--- src/rtl/ppu_mode_sequencer.sv ---
// Per-dot PPU scheduler: walks dot/line position through OAM scan, draw, HBLANK and VBLANK,
// launches the scan/draw blocks and drives LY, STAT mode, CPU lockouts and interrupt pulses.
module ppu_mode_sequencer #(
    parameter int unsigned DOTS_PER_LINE   = 456,
    parameter int unsigned LINES_PER_FRAME = 154,
    parameter int unsigned VISIBLE_LINES   = 144,
    parameter int unsigned OAM_SCAN_DOTS   = 80
) (
    input  logic       clk,
    input  logic       rst_n,
    input  logic       lcd_en,
    input  logic       mode3_done,
    input  logic [7:0] LYC,
    input  logic [3:0] STAT_en,
    output logic [7:0] ly,
    output logic [8:0] dot,
    output logic [1:0] mode,
    output logic       lyc_match,
    output logic       oam_scan_start,
    output logic       mode3_start,
    output logic       frame_start,
    output logic       vblank_irq,
    output logic       stat_irq,
    output logic       draw_overrun,
    output logic       oam_lock,
    output logic       vram_lock
);

    localparam logic [8:0] DotLast   = 9'(DOTS_PER_LINE - 1);
    localparam logic [8:0] OamLast   = 9'(OAM_SCAN_DOTS - 1);
    localparam logic [7:0] LyLast    = 8'(LINES_PER_FRAME - 1);
    localparam logic [7:0] LyVisLast = 8'(VISIBLE_LINES - 1);
    localparam logic [7:0] LyVblank  = 8'(VISIBLE_LINES);

    typedef enum logic [2:0] {
        StOff,
        StOamScan,
        StDraw,
        StHblank,
        StVblank
    } state_e;

    state_e     state_q, state_d;
    logic [8:0] dot_q, dot_d;
    logic [7:0] ly_q, ly_d;
    logic [1:0] mode_q, mode_d;
    logic       stat_line_q, stat_line_d;
    logic       oam_scan_start_q, oam_scan_start_d;
    logic       mode3_start_q, mode3_start_d;
    logic       frame_start_q, frame_start_d;
    logic       vblank_irq_q, vblank_irq_d;
    logic       stat_irq_q, stat_irq_d;
    logic       draw_overrun_q, draw_overrun_d;
    logic       oam_lock_q, oam_lock_d;
    logic       vram_lock_q, vram_lock_d;

    logic       at_line_end;
    logic       visible_line_end;
    logic       lyc_next;

    always_comb begin
        state_d          = state_q;
        dot_d            = dot_q;
        ly_d             = ly_q;
        oam_scan_start_d = 1'b0;
        mode3_start_d    = 1'b0;
        frame_start_d    = 1'b0;
        vblank_irq_d     = 1'b0;
        draw_overrun_d   = 1'b0;
        at_line_end      = (dot_q == DotLast);
        visible_line_end = 1'b0;

        if (!lcd_en) begin
            // Disabling the LCD abandons whatever is in flight, including a draw.
            state_d = StOff;
            dot_d   = '0;
            ly_d    = '0;
        end else if (state_q == StOff) begin
            state_d          = StOamScan;
            dot_d            = '0;
            ly_d             = '0;
            oam_scan_start_d = 1'b1;
            frame_start_d    = 1'b1;
        end else begin
            dot_d = at_line_end ? '0 : dot_q + 9'd1;
            case (state_q)
                StOamScan: begin
                    if (dot_q == OamLast) begin
                        state_d       = StDraw;
                        mode3_start_d = 1'b1;
                    end
                end
                StDraw: begin
                    if (mode3_done) begin
                        state_d          = StHblank;
                        visible_line_end = at_line_end;
                    end else if (at_line_end) begin
                        draw_overrun_d   = 1'b1;
                        visible_line_end = 1'b1;
                    end
                end
                StHblank: visible_line_end = at_line_end;
                StVblank: begin
                    if (at_line_end) begin
                        if (ly_q == LyLast) begin
                            state_d          = StOamScan;
                            ly_d             = '0;
                            oam_scan_start_d = 1'b1;
                            frame_start_d    = 1'b1;
                        end else begin
                            ly_d = ly_q + 8'd1;
                        end
                    end
                end
                default: ;
            endcase

            if (visible_line_end) begin
                if (ly_q == LyVisLast) begin
                    state_d      = StVblank;
                    ly_d         = LyVblank;
                    vblank_irq_d = 1'b1;
                end else begin
                    state_d          = StOamScan;
                    ly_d             = ly_q + 8'd1;
                    oam_scan_start_d = 1'b1;
                end
            end
        end

        case (state_d)
            StOamScan: mode_d = 2'd2;
            StDraw:    mode_d = 2'd3;
            StVblank:  mode_d = 2'd1;
            default:   mode_d = 2'd0;
        endcase

        oam_lock_d  = (state_d == StOamScan) || (state_d == StDraw);
        vram_lock_d = (state_d == StDraw);

        // STAT sources are judged on the values that become visible next cycle.
        lyc_next    = (state_d != StOff) && (ly_d == LYC);
        stat_line_d = (state_d != StOff) &&
                      ((STAT_en[0] && (mode_d == 2'd0)) ||
                       (STAT_en[1] && (mode_d == 2'd1)) ||
                       (STAT_en[2] && (mode_d == 2'd2)) ||
                       (STAT_en[3] && lyc_next));
        stat_irq_d  = stat_line_d && !stat_line_q;
    end

    always_ff @(posedge clk or negedge rst_n) begin
        if (!rst_n) begin
            state_q          <= StOff;
            dot_q            <= '0;
            ly_q             <= '0;
            mode_q           <= '0;
            stat_line_q      <= 1'b0;
            oam_scan_start_q <= 1'b0;
            mode3_start_q    <= 1'b0;
            frame_start_q    <= 1'b0;
            vblank_irq_q     <= 1'b0;
            stat_irq_q       <= 1'b0;
            draw_overrun_q   <= 1'b0;
            oam_lock_q       <= 1'b0;
            vram_lock_q      <= 1'b0;
        end else begin
            state_q          <= state_d;
            dot_q            <= dot_d;
            ly_q             <= ly_d;
            mode_q           <= mode_d;
            stat_line_q      <= stat_line_d;
            oam_scan_start_q <= oam_scan_start_d;
            mode3_start_q    <= mode3_start_d;
            frame_start_q    <= frame_start_d;
            vblank_irq_q     <= vblank_irq_d;
            stat_irq_q       <= stat_irq_d;
            draw_overrun_q   <= draw_overrun_d;
            oam_lock_q       <= oam_lock_d;
            vram_lock_q      <= vram_lock_d;
        end
    end

    assign ly             = ly_q;
    assign dot            = dot_q;
    assign mode           = mode_q;
    assign lyc_match      = (state_q != StOff) && (ly_q == LYC);
    assign oam_scan_start = oam_scan_start_q;
    assign mode3_start    = mode3_start_q;
    assign frame_start    = frame_start_q;
    assign vblank_irq     = vblank_irq_q;
    assign stat_irq       = stat_irq_q;
    assign draw_overrun   = draw_overrun_q;
    assign oam_lock       = oam_lock_q;
    assign vram_lock      = vram_lock_q;

endmodule

--- config.mk ---
export PLATFORM = sky130hd
export DESIGN_NAME = ppu_mode_sequencer
export DESIGN_NICKNAME = d
export VERILOG_FILES = /design/src/rtl/ppu_mode_sequencer.sv
export SDC_FILE = /design/constraint.sdc
export NUM_CORES = 1
export LEC_CHECK = 0
export CORE_ASPECT_RATIO = 1.1
export CORE_UTILIZATION = 50
export DETAILED_ROUTE_END_ITERATION = 10
export DONT_BUFFER_PORTS = 1
export PLACE_DENSITY_LB_ADDON = 0.2
export SLEW_MARGIN = 20
export SYNTH_ARGS = -nofsm -noshare
export SYNTH_HDL_FRONTEND = slang
export SYNTH_SLANG_ARGS = --single-unit
--- constraint.sdc ---
create_clock -name clk -period 3.2 [get_ports clk]
set_input_delay 0.48 -clock clk [delete_from_list [all_inputs] [get_ports clk]]
set_output_delay 0.48 -clock clk [all_outputs]
set_load 0.01 [all_outputs]
==> flow_summary.json <==
{
  "crit_type": "reg -> reg",
  "synthTopCellsByCount": "32 x nor2_1, 31 x dfrtp_1, 22 x a21oi_1, 14 x nand2_1, 14 x xnor2_1",
  "setup_viol": 0,
  "power_density_nw_per_um2": 298,
  "vias": 2055,
  "pwr-share-comb": 0.079,
  "die_h_um": 72.6,
  "finalCritPeriodShare": 0.937,
  "yosysUniqueCellTypes": 61,
  "cts-root-buf": "clkbuf_8",
  "cp_max_fo": 6,
  "cts_max_level": 2,
  "max-slew-margin-rel": 0.577,
  "tightest_slew_ns": 0.630,
  "die_w_um": 66.2,
  "coreArea_um2": 4320,
  "final_antenna_net_count": 0,
  "synth.largest_area_cell": "dfrtp_1",
  "max_freq_ghz": 0.333,
  "grt_max_degree": 32,
  "first_global_vias": 1937,
  "finalCriticalPeriod_ns": 3.00,
  "crit_path_end_kind": "flip-flop",
  "cts.path.max_buffers": 2,
  "port_buffers": 0,
  "area_delta_synth_final_pct": 8.83,
  "worst_slack_ns": 0.200,
  "power.switching_uw": 169,
  "gp_congestion": 0.964,
  "clock_power_share": 0.372,
  "max-cap-violations": 0,
  "status": "completed",
  "cp-start-kind": "flip-flop",
  "dr.pass1.iters": 5,
  "drive_gt1_frac": 0.138,
  "p_leak_uw": 0.000953,
  "clk_pin_slew_ns": 0.06,
  "yosysWarningCount": 0,
  "rows": 25,
  "finalSetupTns_ns": 0,
  "async_flop_share": 1.00,
  "synth_edf_count": 0,
  "fin_hold_ws_ns": 0.0251,
  "internal-power_uw": 567,
  "hpwl_mm": 4.30,
  "synth.area.top_cells": "dfrtp_1 34%, xnor2_1 5.4%, nor2_1 5.3%",
  "cts_made_buffers": 5,
  "netlist_area_um2": 2270,
  "clk_latency_ns": 0.28,
  "finClkSkew_ns": 0.00236,
  "r2r_slack_ns": 0.20,
  "syn_avg_cell_area_um2": 8.43,
  "grt_pass1_wl_mm": 9.21,
  "initial_core_util": 0.526,
  "syn_nets": 288,
  "yosysMostFrequentCell": "nor2_1",
  "boundaryPins": 44,
  "cts_tree": "yes",
  "n_antenna_cell": 0,
  "post-place-ws_ns": 0.168,
  "drc": 0,
  "antenna_found_initial": 0,
  "overflow": 0,
  "yosysSeqAreaShare": 0.342,
  "postCtsSetupRepairBufs": 0,
  "grtUsageTotal": 0.256,
  "hold_violations": 0,
  "nets": 296,
  "vias_per_cell": 6.23,
  "p_sw_frac": 0.229,
  "critical_path_arrival_ns": 3.19,
  "first_iter_violations": 153,
  "ys.flop_type": "dfrtp_1",
  "rsz0062_at_grt": "no",
  "finalPower_uw": 736,
  "hp-class": "in -> async",
  "drv_slew": 0,
  "seq_power_share": 0.549,
  "routed_wl_mm": 5.73,
  "syn_inst": 269,
  "synth_top_area_frac": 0.342,
  "synth-seq-cells": 31,
  "cp.required_ns": 3.39,
  "fp.dieArea_um2": 4810,
  "post_drt_wl_per_cell_um": 17.4,
  "clkSinkCount": 31,
  "peakVddDrop_mv": 0.263
}
[metal layers]
metal	track usage	wire length, um
met4	0.135	153
met5	0	0
met2	0.385	2580
met3	0.0625	386
met1	0.340	2610
[power by group through the flow]
stage / clock network [uW] / registers, uW / logic [uW]
floorplan: 0 / 410 / 40.1
global placement: 0 / 411 / 47.4
detailed placement: 0 / 411 / 47.5
CTS: 282 / 404 / 58.1
global route: 299 / 404 / 64.5
finish: 273 / 404 / 58.1
[flip-flops by register name, summed over array words and instances, names as in the netlist]
| register | flops |
|---|---|
| mode3_start | 1 |
| mode | 2 |
| ly | 8 |
| state_q | 3 |
| vram_lock | 1 |
| draw_overrun | 1 |
| vblank_irq | 1 |
| dot | 9 |
| stat_irq | 1 |
| oam_lock | 1 |
| stat_line_q | 1 |
| oam_scan_start | 1 |
| frame_start | 1 |
[worst paths after layout]
| kind | startpoint | to | cells past startpoint |
|---|---|---|---|
| min | rst_n | draw_overrun | 1 |
| min in group clk | mode3_done | draw_overrun | 1 |
| min reg2reg | stat_line_q | stat_irq | 1 |
| max in group asynchronous | rst_n | ly[6] | 1 |
| max reg2reg | dot[0] | stat_irq | 9 |
| max | dot[0] | stat_irq | 9 |
[through the flow]
| step | instances | utilization | cell area (um^2) |
|---|---|---|---|
| after global routing | 330 | 0.572 | 2470 |
| after CTS | 330 | 0.569 | 2460 |
| after floorplan | 269 | - | 2270 |
| after detailed placement | 323 | 0.548 | 2360 |
| after global placement | 323 | 0.548 | 2360 |
| final | 330 | 0.572 | 2470 |
[worst max-delay path, stage by stage, from the launching register on]
cell and delay (ns):
dfrtp_1 0.43, ha_1 0.24, nand4b_1 0.28, or3_4 0.50, nor2_2 0.19, o21ai_1 0.16
and2_1 0.21, o21a_1 0.18, or4_4 0.49, a211oi_2 0.23
[cells by family (layout without fill, tap and decap cells)]
| family | after synthesis | in the layout | synth area share |
|---|---|---|---|
| adders and majority gates | 3 | 3 | 0.0165 |
| xor gates and xnor gates | 18 | 18 | 0.0695 |
| DFF | 31 | 31 | 0.342 |
| and+or+nand+nor | 126 | 126 | 0.309 |
| muxes | 2 | 2 | 0.00883 |
| AOI/OAI and AO/OA | 65 | 65 | 0.197 |
| buffers and inverters | 24 | 31 | 0.0563 |
[placed cells by master, fill, tap and decap left out, drive strengths merged, types with 3 or more instances in the layout]
master,count
xor2,4
nor3b,3
or3b,3
nand4,3
a211oi,4
nor4,7
dfrtp,31
nor2,33
and3,10
nand3,12
and2,4
buf,17
a21oi,22
o21ai,11
ha,3
o211ai,4
xnor2,14
or3,3
nor3,13
nand2b,6
nand2,16
clkbuf,6
inv,8
o31ai,4
[final cells by class]
class	instances	area (um^2)
inverters	8	30.0
clock buffers	6	72.6
fillers	396	1850
flip-flops and latches	31	776
well taps	54	67.6
multi-input cells	214	1380
repair buffers	17	140
[repair_timing]
item / CTS / global route
endpoints found under the setup margin: 0 / 2
endpoints found under the hold margin: 31 / 0
resized for setup: 0 / 2
hold buffers: 1 / 0
Note: power is estimated with default switching activity, not from simulation.
